[config.mk]
export PLATFORM = sky130hd
export DESIGN_NAME = led_cursor_ctrl
export DESIGN_NICKNAME = d
export VERILOG_FILES = /design/src/rtl/led_cursor_ctrl.sv
export SDC_FILE = /design/constraint.sdc
export NUM_CORES = 1
export LEC_CHECK = 0
export BUFFER_PORTS_ARGS = -buffer_cell sky130_fd_sc_hd__buf_4
export CAP_MARGIN = 20
export CORE_MARGIN = 5
export CORE_UTILIZATION = 40
export CTS_BUF_LIST = sky130_fd_sc_hd__clkbuf_2
export DETAILED_ROUTE_END_ITERATION = 6
export PLACE_DENSITY = 0.62
export RECOVER_POWER = 50
export SYNTH_ARGS = -nofsm -noshare
export SYNTH_HDL_FRONTEND = slang
export SYNTH_SLANG_ARGS = --single-unit
[constraint.sdc]
create_clock -name clk -period 4.57 [get_ports clk]
set_input_delay 1.371 -clock clk [delete_from_list [all_inputs] [get_ports clk]]
set_output_delay 1.371 -clock clk [all_outputs]
set_load 0.005 [all_outputs]
[src/rtl/led_cursor_ctrl.sv]
// Cursor controller for the board LED banks: four debounced buttons move a one-hot cursor across
// WIDTH positions and NCH colour channels. Define AUTO_REPEAT_EN to enable hold-to-repeat on left/right.
module led_cursor_ctrl #(
  parameter int WIDTH           = 4,
  parameter int NCH             = 3,
  parameter int DEBOUNCE_CYCLES = 500000,
  parameter int REPEAT_DELAY    = 25000000,
  parameter int REPEAT_PERIOD   = 5000000,
  localparam int PW = $clog2(WIDTH),
  localparam int CW = (NCH > 1) ? $clog2(NCH) : 1
) (
  input  logic                   clk,
  input  logic                   rst_n,
  input  logic [3:0]             button,
  output logic [NCH*WIDTH-1:0]   led,
  output logic [PW-1:0]          pos,
  output logic [CW-1:0]          chan,
  output logic                   move_pulse
);

  localparam int DW = $clog2(DEBOUNCE_CYCLES + 1);
  localparam logic [DW-1:0] DB_LAST = DW'(DEBOUNCE_CYCLES - 1);
  localparam logic [PW-1:0] POS_MAX = PW'(WIDTH - 1);
  localparam logic [CW-1:0] CHAN_MAX = CW'(NCH - 1);
  localparam logic [NCH*WIDTH-1:0] LED_ONE = {{(NCH*WIDTH-1){1'b0}}, 1'b1};

  logic [3:0]    sync1, sync2, db, db_d, ev;
  logic [DW-1:0] db_cnt [4];

  // Debounced state flips only after the synced level has disagreed for DEBOUNCE_CYCLES cycles in a row.
  always_ff @(posedge clk or negedge rst_n) begin
    if (!rst_n) begin
      sync1 <= '0;
      sync2 <= '0;
      db    <= '0;
      db_d  <= '0;
      ev    <= '0;
      for (int i = 0; i < 4; i++) db_cnt[i] <= '0;
    end else begin
      sync1 <= button;
      sync2 <= sync1;
      db_d  <= db;
      ev    <= db & ~db_d;
      for (int i = 0; i < 4; i++) begin
        if (sync2[i] != db[i]) begin
          if (db_cnt[i] == DB_LAST) begin
            db[i]     <= sync2[i];
            db_cnt[i] <= '0;
          end else begin
            db_cnt[i] <= db_cnt[i] + 1'b1;
          end
        end else begin
          db_cnt[i] <= '0;
        end
      end
    end
  end

  logic rep_r, rep_l;

`ifdef AUTO_REPEAT_EN
  localparam int RMAX = (REPEAT_DELAY > REPEAT_PERIOD) ? REPEAT_DELAY : REPEAT_PERIOD;
  localparam int RW = $clog2(RMAX + 1);
  localparam logic [RW-1:0] R_DELAY  = RW'(REPEAT_DELAY);
  localparam logic [RW-1:0] R_PERIOD = RW'(REPEAT_PERIOD);

  logic [RW-1:0] rep_cnt;
  logic          rep_phase;
  logic          one_held, rep_fire;

  // rep_cnt==0 means idle; only a fresh press event arms it.
  assign one_held = db[0] ^ db[3];
  assign rep_fire = one_held && (rep_cnt == (rep_phase ? R_PERIOD : R_DELAY));
  assign rep_r    = rep_fire & db[0];
  assign rep_l    = rep_fire & db[3];

  always_ff @(posedge clk or negedge rst_n) begin
    if (!rst_n) begin
      rep_cnt   <= '0;
      rep_phase <= 1'b0;
    end else if (!one_held) begin
      rep_cnt   <= '0;
      rep_phase <= 1'b0;
    end else if (ev[0] | ev[3]) begin
      rep_cnt   <= RW'(1);
      rep_phase <= 1'b0;
    end else if (rep_fire) begin
      rep_cnt   <= RW'(1);
      rep_phase <= 1'b1;
    end else if (rep_cnt != '0) begin
      rep_cnt <= rep_cnt + 1'b1;
    end
  end
`else
  logic unused_rep;
  assign unused_rep = ^{REPEAT_DELAY, REPEAT_PERIOD};
  assign rep_r = 1'b0;
  assign rep_l = 1'b0;
`endif

  logic                 mv_r, mv_l, mv_n, mv_p;
  logic [PW-1:0]        pos_nxt;
  logic [CW-1:0]        chan_nxt;
  logic [NCH*WIDTH-1:0] led_nxt;

  assign mv_r = ev[0] | rep_r;
  assign mv_l = ev[3] | rep_l;
  assign mv_n = ev[2];
  assign mv_p = ev[1];

  always_comb begin
    pos_nxt  = pos;
    chan_nxt = chan;
    if (mv_r && !mv_l) pos_nxt = (pos == '0) ? POS_MAX : pos - 1'b1;
    if (mv_l && !mv_r) pos_nxt = (pos == POS_MAX) ? '0 : pos + 1'b1;
    if (NCH > 1) begin
      if (mv_n && !mv_p) chan_nxt = (chan == CHAN_MAX) ? '0 : chan + 1'b1;
      if (mv_p && !mv_n) chan_nxt = (chan == '0) ? CHAN_MAX : chan - 1'b1;
    end
    led_nxt = LED_ONE << (int'(chan_nxt) * WIDTH + int'(pos_nxt));
  end

  always_ff @(posedge clk or negedge rst_n) begin
    if (!rst_n) begin
      pos        <= '0;
      chan       <= '0;
      led        <= LED_ONE;
      move_pulse <= 1'b0;
    end else begin
      pos        <= pos_nxt;
      chan       <= chan_nxt;
      led        <= led_nxt;
      move_pulse <= (pos_nxt != pos) || (chan_nxt != chan);
    end
  end

endmodule
-- Word-level counts from Yosys, hierarchy flattened
Cells that the tools add are included.
W data, S select, Z words.
- $lt $le $gt $ge: 0
- eq/ne operators: 12
- shift-type cells: 1
- multiply operators: 0
- bitwise gates (word level): 2
- reductions and logical operators: 15
- divide/modulo/power cells: 0
- $add $sub $neg: 9
- multiplexer cells: 16
- operators with widths (cell ; count):
    $mux W19 ; 8
    $add A19 B1 Y19 const B ; 4
    $eq A19 B19 Y1 const B ; 4
    $mux W2 ; 8
    $shl A1 B5 Y12 const A ; 1
    $reduce_and A2 Y1 ; 4
    $add A4 B2 Y5 ; 1
    $add A2 B1 Y2 const B ; 2
    $and A4 B4 Y4 ; 1
    $eq A2 B2 Y1 const B ; 2
    $logic_and A1 B1 Y1 ; 4
    $logic_not A1 Y1 ; 4
    $logic_not A2 Y1 ; 2
    $ne A1 B1 Y1 ; 4
    $ne A2 B2 Y1 ; 2
    $not A4 Y4 ; 1
    $sub A2 B1 Y2 const B ; 2
    $logic_or A1 B1 Y1 ; 1
- bits in read-only memories: 0
- memories: 0
- bits of input ports: 6
- register bits after elaboration: 113
- bits in latches: 0
- bits in writable memories: 0

-- Depth between registers and ports, before layout
- depth after elaboration: 6
- gate-level depth with buffers: 7

-- Least setup slack after synthesis
Ideal clock, no wire load.
- path kind: register to output
- start: register led[0]
- end: output port led[0]
- arrival: 0.501 ns
- stages on the path, launching flop included: 1
- path slack: 2.698 ns
- cell sequence: dfstp_2
- RTL lines (item ; RTL line ; text):
    start, declared ; 15 ; output logic [NCH*WIDTH-1:0] led,
    start signal, assigned ; 132 ; led <= led_nxt;
No word-level cell between the ends.

==> metrics.md <==
| Metric | Value |
|---|---|
| Status | `complete, but fails checks` |
| Failing checks | `max-capacitance violations, max-slew violations` |
| CP startpoint kind | `primary input` |
| Pwr Density | `307.3 nW/um^2` |
| Critical Path Slowest Stage Cell | `clkbuf_2` |
| Antenna violations before repair | `0` |
| Worst path bufs/invs | `2` |
| ANT nets after route | `0` |
| GRT Total Usage | `0.1334` |
| XOR/XNOR Fraction of Synth Area | `0.1022` |
| Critical path type | `primary input to async pin` |
| Register area share after synthesis | `0.5326` |
| WL met1 | `4560 um` |
| Yosys top cell by area | `dfrtp_1` |
| DRT Pass-1 Iters | `4` |
| Met3 wire length | `309 um` |
| Die ar. | `15680 sq um` |
| Period minus WS final | `2.996 ns` |
| Pin count of the biggest net entering global routing | `66` |
| HP Class | `register to register` |
| Final Hold Slack | `0.3717 ns` |
| Mux contribution to synthesized area | `0.01413` |
| Hold Startpoint | `sync1[3]` |
| CTS Buf Count | `17` |
| DR DRC count | `0` |
| Max Used Layer | `met4` |
| Fin. Hold Viols | `0` |
| Post-synth top flop | `dfrtp_1` |
| Clock transition at the registers of the reported paths | `0.17 ns` |
| Initial DRC count | `299` |
| Synth async-reset ratio | `1.000` |
| Wire length per cell | `13.19 um` |
| Post-Syn Instances | `514` |
| RSZ-0062 raised after global routing | `false` |
| DIE WIDTH | `125.2 um` |
| Clk_lat worst skew | `0.64 ns` |
| Most common cell in the synthesized netlist | `dfrtp_1` |
| CP max stage delay | `1.11 ns` |
| Yosys top cell area share | `0.5277` |
| Max IR drop VDD | `0.0001511 V` |
| Share of cells above drive strength 1 | `0.1301` |
| Met2 WL | `4719 um` |
| Crit path DAT | `3.56 ns` |
| Vias per std cell | `5.106` |
| Drt total wl | `9722 um` |
| Final period util | `0.6556` |
| Syn nets | `529` |
| Root buffer cell | `clkbuf_2` |
| Cell Area, Synth | `5311 sq um` |
| Worst slew pin tran | `1.586 ns` |
| Row count | `42` |
| Non-filler cells, final | `737` |
| Fin Setup TNS | `0 ns` |
| Reg-to-Reg Start | `db_cnt[0]` |
| Worst path cell trace | `clkbuf_2 -> clkbuf_1` |
| Largest family of logic cells by synthesized area | `simple AND/OR/NAND/NOR gates` |
| Post-Synth Simple-Gate Area | `0.2584` |
| Relative slew slack | `-0.05764` |
| Synthesis Warnings | `0` |
| H-tree levels | `4` |
| Worst-case clock buffer depth | `2` |
| Die Y | `125.2 um` |
| Vias in the first global route | `3747` |
| Area growth syn-to-layout | `11.87%` |
| Clk_skew | `0.02809 ns` |
| Synth Area in Adders | `0.02120` |
| Crit path max fanout | `65` |
| Initial cell density of the core | `0.4043` |
| CP Data Required Time | `5.14 ns` |
| CTS tree | `done` |
| Delay-heaviest family, CP | `buffers and inverters` |
| Leak Pwr | `2.497 nW` |
| F_max | `0.3338 GHz` |
| Unique masters post-synth | `48` |
| Post-cts sizing count | `0` |
| Gpl congestion | `0.7684` |
| Post-synth EDFFs | `0` |
| Core Footprint | `13140 sq um` |
| Hold-fix buffers, CTS | `0` |
| Compound-cell area share of the yosys netlist | `0.04853` |
| Diodes inserted | `0` |
| Placed Cells | `705` |
| Syn Area/Cell | `10.33 sq um` |
| Post-CTS setup buffer count | `0` |
| I/O pins | `23` |
| Synth top cells by count | `112 x dfrtp_1, 76 x nor2_1, 44 x xnor2_1` |
| Final Setup Violations | `0` |
| Port Buffer Count | `22` |
| Setup crit start | `rst_n` |
| Routed vias | `3763` |
| Synth Register Bits | `113` |
| Area contributors post-synth | `dfrtp_1 53%, xnor2_1 7.3%, nor2_1 5.4%` |
| Crit. End Element | `async pin` |
| Global route total overflow | `0` |
| Max-slew violation count | `66` |
| Clk sinks | `113` |
| Dpl hpwl | `6753 um` |
| Max-cap viol count | `1` |
| Nets@finish | `563` |
| First-pass GRT wire length | `17390 um` |
| Utilization after layout | `0.4523` |
-- cells in the final DEF (no fill, tap or decap), types with 2 or more instances in the layout --
cell type	instances
nor4b_1	3
nand3b_1	7
a211o_1	2
mux2_2	4
o31ai_1	2
and4_1	5
clkinvlp_4	2
inv_1	19
o21ai_1	2
or2_2	2
a21oi_1	16
clkinv_2	3
nor3b_1	2
bufinv_16	4
a21bo_2	2
clkbuf_2	19
nor2b_1	10
o21ai_0	7
clkinv_4	3
and2_1	4
and3_1	2
nor3_1	22
nand4_1	24
nor4_1	20
o211ai_1	2
ha_1	9
or3_1	5
nand3_1	30
or4_1	5
mux2i_1	3
clkbuf_1	4
dfrtp_1	112
and2_0	2
buf_4	17
xnor2_1	44
xor2_1	18
nor2_1	76
or3b_2	4
nand2_1	24
clkbuf_4	3
-- registers in the layout, summed over array words and instances, names as in the netlist, 2 cells and up --
signal	cells
sync2	4
led	12
chan	2
db	4
db_d	4
ev	4
db_cnt	76
sync1	4
pos	2
-- area by class of cell --
| type | count | area [sq um] |
|---|---|---|
| Timing Repair Buffer | 26 | 181.4 |
| Clock inverter | 14 | 188.9 |
| Clock buffer | 18 | 90.09 |
| Fill cell | 1252 | 7196 |
| Multi-Input combinational cell | 371 | 2361 |
| Inverter | 19 | 71.32 |
| Tap cell | 176 | 220.2 |
| Sequential cell | 113 | 2829 |
-- through the flow --
stage	power [W]	instance area [sq um]	setup WS [ns]
2_1_floorplan	0.001068	5311	2.698
3_3_place_gp	0.001098	5669	2.157
3_5_place_dp	0.001101	5680	2.115
4_1_cts	0.001860	5959	1.790
5_1_grt	0.001918	5942	0.9983
6_report	0.001826	5942	1.574
-- final timing paths --
kind | to | slack [ns] | depth (start not counted)
worst max-delay path | led[3] | 1.57 | 2
worst min register to register | sync2[3] | 0.37 | 0
max in group clk | pos[0] | 1.90 | 1
worst min-delay path | sync2[3] | 0.37 | 0
min in group asynchronous | db_cnt[50] | 1.08 | 1
worst max register to register | db_cnt[15] | 2.42 | 4
-- metal layers --
layer	GRT usage	vias up
met5	0	-
li1	-	1880
met2	0.2154	55
met4	0.05548	0
met3	0.03881	11
met1	0.1686	1817
-- power by group --
group          switching, W  leakage, nW  total (W)  internal (W)
Sequential        0.0000130         1.55    0.00103       0.00101
Clock              0.000387        0.162   0.000747      0.000361
Combinational     0.0000387        0.788  0.0000530     0.0000143
-- cells by family after synthesis --
kind of cell	after synthesis
compound gates	38
xor+xnor	62
fa+ha+maj	9
buf+inv	30
flops	113
mux	7
simple gates	255
Note: power is estimated with default switching activity, not from simulation.
